## src/rtl/loop_addr_gen_pkg.sv

```systemverilog
// ============================================================================
// Module   : loop_addr_gen_pkg
// Brief    : Shared FSM encoding and sizing constants for loop_addr_gen.
// Revision : 1.0
// ============================================================================
`default_nettype none

package loop_addr_gen_pkg;

    localparam int c_num_lvl = 3;
    localparam int c_stall_w = 16;

    typedef enum logic [1:0] {
        ST_IDLE = 2'd0,
        ST_RUN  = 2'd1,
        ST_DONE = 2'd2
    } state_t;

endpackage

`default_nettype wire

```

## src/rtl/loop_addr_gen_level.sv

```systemverilog
// ============================================================================
// Module   : loop_level
// Brief    : One loop level: index, latched bound/stride and running address.
// Revision : 1.0
// ============================================================================
`default_nettype none

module loop_level #(
    parameter int ADDR_W = 16,
    parameter int DIM_W  = 8
) (
    input  logic              clk,
    input  logic              rstn,
    input  logic              i_clr,
    input  logic              i_inc,
    input  logic [ADDR_W-1:0] i_base,
    input  logic [DIM_W-1:0]  i_max,
    input  logic [ADDR_W-1:0] i_stride,
    input  logic [ADDR_W-1:0] i_up_new,
    output logic              o_wrap,
    output logic [ADDR_W-1:0] o_acc,
    output logic [ADDR_W-1:0] o_new
);

    logic [DIM_W-1:0]  r_idx;
    logic [DIM_W-1:0]  r_max;
    logic [ADDR_W-1:0] r_stride;
    logic [ADDR_W-1:0] r_acc;

    // On wrap this level restarts from whatever the level above moves to.
    assign o_wrap = (r_idx == r_max);
    assign o_new  = o_wrap ? i_up_new : (r_acc + r_stride);
    assign o_acc  = r_acc;

    always_ff @(posedge clk or negedge rstn) begin
        if (!rstn) begin
            r_idx    <= '0;
            r_max    <= '0;
            r_stride <= '0;
            r_acc    <= '0;
        end else if (i_clr) begin
            r_idx    <= '0;
            r_max    <= i_max;
            r_stride <= i_stride;
            r_acc    <= i_base;
        end else if (i_inc) begin
            r_idx <= o_wrap ? '0 : (r_idx + DIM_W'(1));
            r_acc <= o_new;
        end
    end

endmodule

`default_nettype wire

```

## src/rtl/loop_addr_gen.sv

```systemverilog
// ============================================================================
// Module   : loop_addr_gen
// Brief    : Three-level nested-loop address generator on a valid/ready stream.
//            Optional stall counter output enabled by LOOP_ADDR_GEN_STALL_CNT_EN.
// Revision : 1.0
// ============================================================================
`default_nettype none

module loop_addr_gen
    import loop_addr_gen_pkg::*;
#(
    parameter int ADDR_W = 16,
    parameter int DIM_W  = 8
) (
    input  logic                 clk,
    input  logic                 rstn,
    input  logic                 i_start,
    input  logic [ADDR_W-1:0]    i_cfg_base,
    input  logic [DIM_W-1:0]     i_cfg_max0,
    input  logic [DIM_W-1:0]     i_cfg_max1,
    input  logic [DIM_W-1:0]     i_cfg_max2,
    input  logic [ADDR_W-1:0]    i_cfg_stride0,
    input  logic [ADDR_W-1:0]    i_cfg_stride1,
    input  logic [ADDR_W-1:0]    i_cfg_stride2,
    output logic                 o_busy,
    output logic                 o_done,
    output logic                 o_addr_vld,
    input  logic                 i_addr_rdy,
    output logic [ADDR_W-1:0]    o_addr,
    output logic                 o_addr_last,
    output logic [c_num_lvl-1:0] o_lvl_inc,
    output logic [c_num_lvl-1:0] o_lvl_ovf
`ifdef LOOP_ADDR_GEN_STALL_CNT_EN
    ,
    output logic [c_stall_w-1:0] o_stall_cnt
`endif
);

    state_t                r_state;
    logic                  r_busy;
    logic                  r_done;
    logic                  r_vld;

    logic                  w_start_acc;
    logic                  w_fire;
    logic [c_num_lvl-1:0]  w_wrap;
    logic [c_num_lvl-1:0]  w_inc;
    logic [DIM_W-1:0]      w_max    [c_num_lvl];
    logic [ADDR_W-1:0]     w_stride [c_num_lvl];
    logic [ADDR_W-1:0]     w_acc    [c_num_lvl];
    logic [ADDR_W-1:0]     w_new    [c_num_lvl];
    logic [ADDR_W-1:0]     w_up_new [c_num_lvl];

    assign w_max[0]    = i_cfg_max0;
    assign w_max[1]    = i_cfg_max1;
    assign w_max[2]    = i_cfg_max2;
    assign w_stride[0] = i_cfg_stride0;
    assign w_stride[1] = i_cfg_stride1;
    assign w_stride[2] = i_cfg_stride2;

    assign w_start_acc = (r_state == ST_IDLE) && i_start;
    assign w_fire      = r_vld && i_addr_rdy;

    // A level steps only when every level below it wraps on this beat.
    assign w_inc[0] = w_fire;
    assign w_inc[1] = w_inc[0] & w_wrap[0];
    assign w_inc[2] = w_inc[1] & w_wrap[1];

    assign o_lvl_inc   = w_inc;
    assign o_lvl_ovf   = w_inc & w_wrap;
    assign o_addr_last = r_vld & (&w_wrap);
    assign o_addr      = w_acc[0];
    assign o_busy      = r_busy;
    assign o_done      = r_done;
    assign o_addr_vld  = r_vld;

    generate
        for (genvar k = 0; k < c_num_lvl; k++) begin : g_lvl
            if (k == c_num_lvl - 1) begin : g_outer
                assign w_up_new[k] = '0;
            end else begin : g_inner
                assign w_up_new[k] = w_new[k+1];
            end

            loop_level #(
                .ADDR_W (ADDR_W),
                .DIM_W  (DIM_W)
            ) u_level (
                .clk      (clk),
                .rstn     (rstn),
                .i_clr    (w_start_acc),
                .i_inc    (w_inc[k]),
                .i_base   (i_cfg_base),
                .i_max    (w_max[k]),
                .i_stride (w_stride[k]),
                .i_up_new (w_up_new[k]),
                .o_wrap   (w_wrap[k]),
                .o_acc    (w_acc[k]),
                .o_new    (w_new[k])
            );
        end
    endgenerate

    always_ff @(posedge clk or negedge rstn) begin
        if (!rstn) begin
            r_state <= ST_IDLE;
            r_busy  <= 1'b0;
            r_done  <= 1'b0;
            r_vld   <= 1'b0;
        end else begin
            r_done <= 1'b0;
            case (r_state)
                ST_IDLE: begin
                    if (i_start) begin
                        r_state <= ST_RUN;
                        r_busy  <= 1'b1;
                        r_vld   <= 1'b1;
                    end
                end
                ST_RUN: begin
                    if (w_fire && o_addr_last) begin
                        r_state <= ST_DONE;
                        r_busy  <= 1'b0;
                        r_vld   <= 1'b0;
                        r_done  <= 1'b1;
                    end
                end
                ST_DONE: begin
                    r_state <= ST_IDLE;
                end
                default: begin
                    r_state <= ST_IDLE;
                end
            endcase
        end
    end

`ifdef LOOP_ADDR_GEN_STALL_CNT_EN
    logic [c_stall_w-1:0] r_stall_cnt;

    always_ff @(posedge clk or negedge rstn) begin
        if (!rstn) begin
            r_stall_cnt <= '0;
        end else if (w_start_acc) begin
            r_stall_cnt <= '0;
        end else if (r_vld && !i_addr_rdy && (r_stall_cnt != '1)) begin
            r_stall_cnt <= r_stall_cnt + c_stall_w'(1);
        end
    end

    assign o_stall_cnt = r_stall_cnt;
`endif

endmodule

`default_nettype wire

```

## config.mk

```make
export PLATFORM = sky130hd
export DESIGN_NAME = loop_addr_gen
export DESIGN_NICKNAME = d
export VERILOG_FILES = /design/src/rtl/loop_addr_gen_pkg.sv /design/src/rtl/loop_addr_gen_level.sv /design/src/rtl/loop_addr_gen.sv
export SDC_FILE = /design/constraint.sdc
export NUM_CORES = 1
export LEC_CHECK = 0
export ABC_AREA = 1
export CAP_MARGIN = 10
export CELL_PAD_IN_SITES_DETAIL_PLACEMENT = 2
export CELL_PAD_IN_SITES_GLOBAL_PLACEMENT = 2
export CORE_ASPECT_RATIO = 1.5
export CORE_MARGIN = 10
export CORE_UTILIZATION = 32
export DETAILED_ROUTE_END_ITERATION = 8
export GPL_TIMING_DRIVEN = 0
export PLACE_DENSITY = 0.92
export SLEW_MARGIN = 20
export SYNTH_ARGS = -nofsm -noshare
export SYNTH_HDL_FRONTEND = slang
export SYNTH_HIERARCHICAL = 1
export SYNTH_SLANG_ARGS = --single-unit
```

## constraint.sdc

```tcl
create_clock -name clk -period 3.9 [get_ports clk]
set_clock_uncertainty 0.15 [all_clocks]
set_input_delay 0.975 -clock clk [delete_from_list [all_inputs] [get_ports clk]]
set_output_delay 0.975 -clock clk [all_outputs]
set_load 0.1 [all_outputs]
```

==> flow_metrics.py <==
metrics = {
    "yosys": {
        "synth_cells": 1419,
        "yosysWarnings": 6,
        "synth.avg_cell_area_um2": 6.93,
        "netlist_area_um2": 9840,
    },
    "cells_and_area": {
        "drive_gt1_share_pct": 5.55,
        "final_nets": 1715,
        "syn_to_final_growth_pct": 24.8,
        "final_util_pct": 40.6,
    },
    "clock_tree": {
        "tritoncts": "done",
        "clock_sink_count": 148,
        "clock_latency_ns": 0.47,
        "root_buffer": "clkbuf_16",
        "clockBufferDepth": 2,
        "postCtsResizedCells": 35,
        "htree_levels": 4,
        "cts_buffers": 17,
        "cts_setup_buffers": 0,
        "clk_pin_slew_worst_paths_ns": 0.06,
        "hold_buffers": 0,
    },
    "sta": {
        "slew_violations": 0,
        "timing.hold.ws_ns": 0.291,
        "fmax_mhz": 260,
        "relSlewSlack_pct": 30.7,
        "fin_crit_sh_pct": 98.6,
        "setup_ws_ns": 0.0556,
        "setup_violations": 0,
        "tns_ns": 0,
        "tightest_slew_ns": 1.04,
        "finalCriticalPeriod_ns": 3.84,
        "final_hold_viol_count": 0,
    },
    "detailed_routing": {
        "drcViolationCount": 0,
        "wl_mm": 45.7,
        "vias_per_cell": 5.25,
        "wl_per_cell_um": 22.9,
        "drt_first_pass_iters": 5,
        "drtIter0Drc": 629,
        "ant_nets": 0,
        "num_vias": 10400,
    },
    "worst_setup_path": {
        "crit-reg2reg-launch": "g_lvl[0].u_level/r_idx[3]",
        "crit_required_ns": 2.77,
        "critPathMaxFanout": 3,
        "crit_buf_inv": 4,
        "critPathTopFamily": "buffers and inverters",
        "r2r-end": "g_lvl[1].u_level/o_acc[7]",
        "max_stage_delay_ns": 0.81,
        "crit_path_start_kind": "input pin",
        "r2r_slack_ns": 0.29,
        "crit_arrival_ns": 2.72,
        "reg2reg_depth": 13,
        "crit_path_end_kind": "output port",
        "slowest_stage": "clkdlybuf4s15_1",
        "path_cells": "clkdlybuf4s50_1 -> nand2_1 -> inv_1 -> buf_4 -> clkdlybuf4s15_1",
        "critPathLaunch": "i_addr_rdy",
        "path_class": "input pin to output port",
    },
    "power_and_ir_drop": {
        "swShare_pct": 50.6,
        "clkPwrFrac_pct": 18.7,
        "leakagePower_nw": 6.47,
        "p_total_mw": 10.3,
        "powerDensity_nw_per_um2": 838,
        "switchingPower_mw": 5.20,
        "p_int_mw": 5.08,
        "p_seq_share_pct": 25.0,
        "peakVddDrop_v": 0.000355,
        "power_frac_comb_pct": 56.3,
    },
    "floorplanning": {
        "initial_core_util_pct": 32.5,
        "die_w_um": 163,
        "die_y_um": 235,
        "core_area_um2": 30300,
        "rows": 78,
        "ios": 118,
        "fp.dieArea_um2": 38300,
    },
    "global_routing": {
        "grt-ovfl-total": 0,
        "grt_usage_pct": 23.3,
        "antenna_found_initial": 5,
        "grt_max_degree": 76,
        "first_global_vias": 12300,
        "grt_pass1_wl_mm": 70.1,
    },
    "placed_design": {
        "gp_congestion": 0.890,
        "port-buffer-count": 117,
        "dp_slack_ns": -0.530,
        "dp_hpwl_mm": 31.6,
    },
    "worst_hold_path": {
        "hp-class": "input pin to async pin",
    },
    "run_status": {
        "status": "finished, final reports clean",
    },
    "job": {
        "drv_cap": 0,
    },
}
-- power groups by stage --
| stage | clock, mW | combinational (mW) | sequential [mW] |
|---|---|---|---|
| final | 1.92 | 5.79 | 2.57 |
| after global placement | 0 | 4.92 | 2.49 |
| after global routing | 2.01 | 6.36 | 2.62 |
| after CTS | 1.95 | 5.70 | 2.55 |
| after detailed placement | 0 | 5.34 | 2.53 |
| after floorplan | 0 | 3.24 | 2.94 |
-- metrics by stage --
stage | instance area (um^2) | cells
after global placement | 11600 | 1952
after floorplan | 9900 | 1435
after global routing | 12300 | 1990
after CTS | 12200 | 1985
final | 12300 | 1990
after detailed placement | 11600 | 1953
-- registers in the layout, summed over array words and instances, names as in the netlist --
register                count
r_state                     2
g_lvl.u_level/r_idx        24
o_addr_vld                  1
g_lvl.u_level/r_max        24
g_lvl.u_level/r_stride     48
o_done                      1
g_lvl.u_level/o_acc        48
-- cells in the final DEF, fill, tap and decap left out, types with 19 or more instances in the layout --
master,instances
clkdlybuf4s50_1,109
a22oi_1,45
dfrtp_1,148
clkbuf_1,19
o21ai_0,58
and2_1,26
nand3_1,94
nand2_1,520
inv_1,202
xor2_1,21
nor2_1,76
ha_1,48
a21oi_1,28
-- how the worst max path moves through the flow --
| stage | to | slack, ns | depth (start not counted) |
|---|---|---|---|
| final | o_lvl_inc[0] | 0.06 | 5 |
| after global routing | o_lvl_inc[0] | -0.02 | 5 |
| after CTS | o_lvl_ovf[2] | 0.006 | 9 |
| after detailed placement | o_lvl_ovf[1] | -0.53 | 5 |
| after global placement | g_lvl[0].u_level/r_stride[4] | -4.82 | 1 |
| after floorplan | o_lvl_ovf[0] | 0.22 | 3 |
-- layer usage --
metal / track usage (%) / part of all wire (%) / vias up
li1: - / - / 4731
met1: 23.1 / 36 / 5309
met2: 43.5 / 56 / 288
met3: 4.02 / 3.5 / 112
met4: 14.0 / 5.0 / 0
met5: 0 / 0 / -
-- layout make-up --
type	instances	area, um^2
Fill cell	3572	18000
Multi-Input combinational cell	1037	5220
Sequential cell	148	3700
Timing Repair Buffer	118	1190
Inverter	209	788
Clock buffer	25	515
Tap cell	400	500
Buffer	41	206
Clock inverter	7	141
Antenna cell	5	12.5
(Power assumes the default switching activity.)
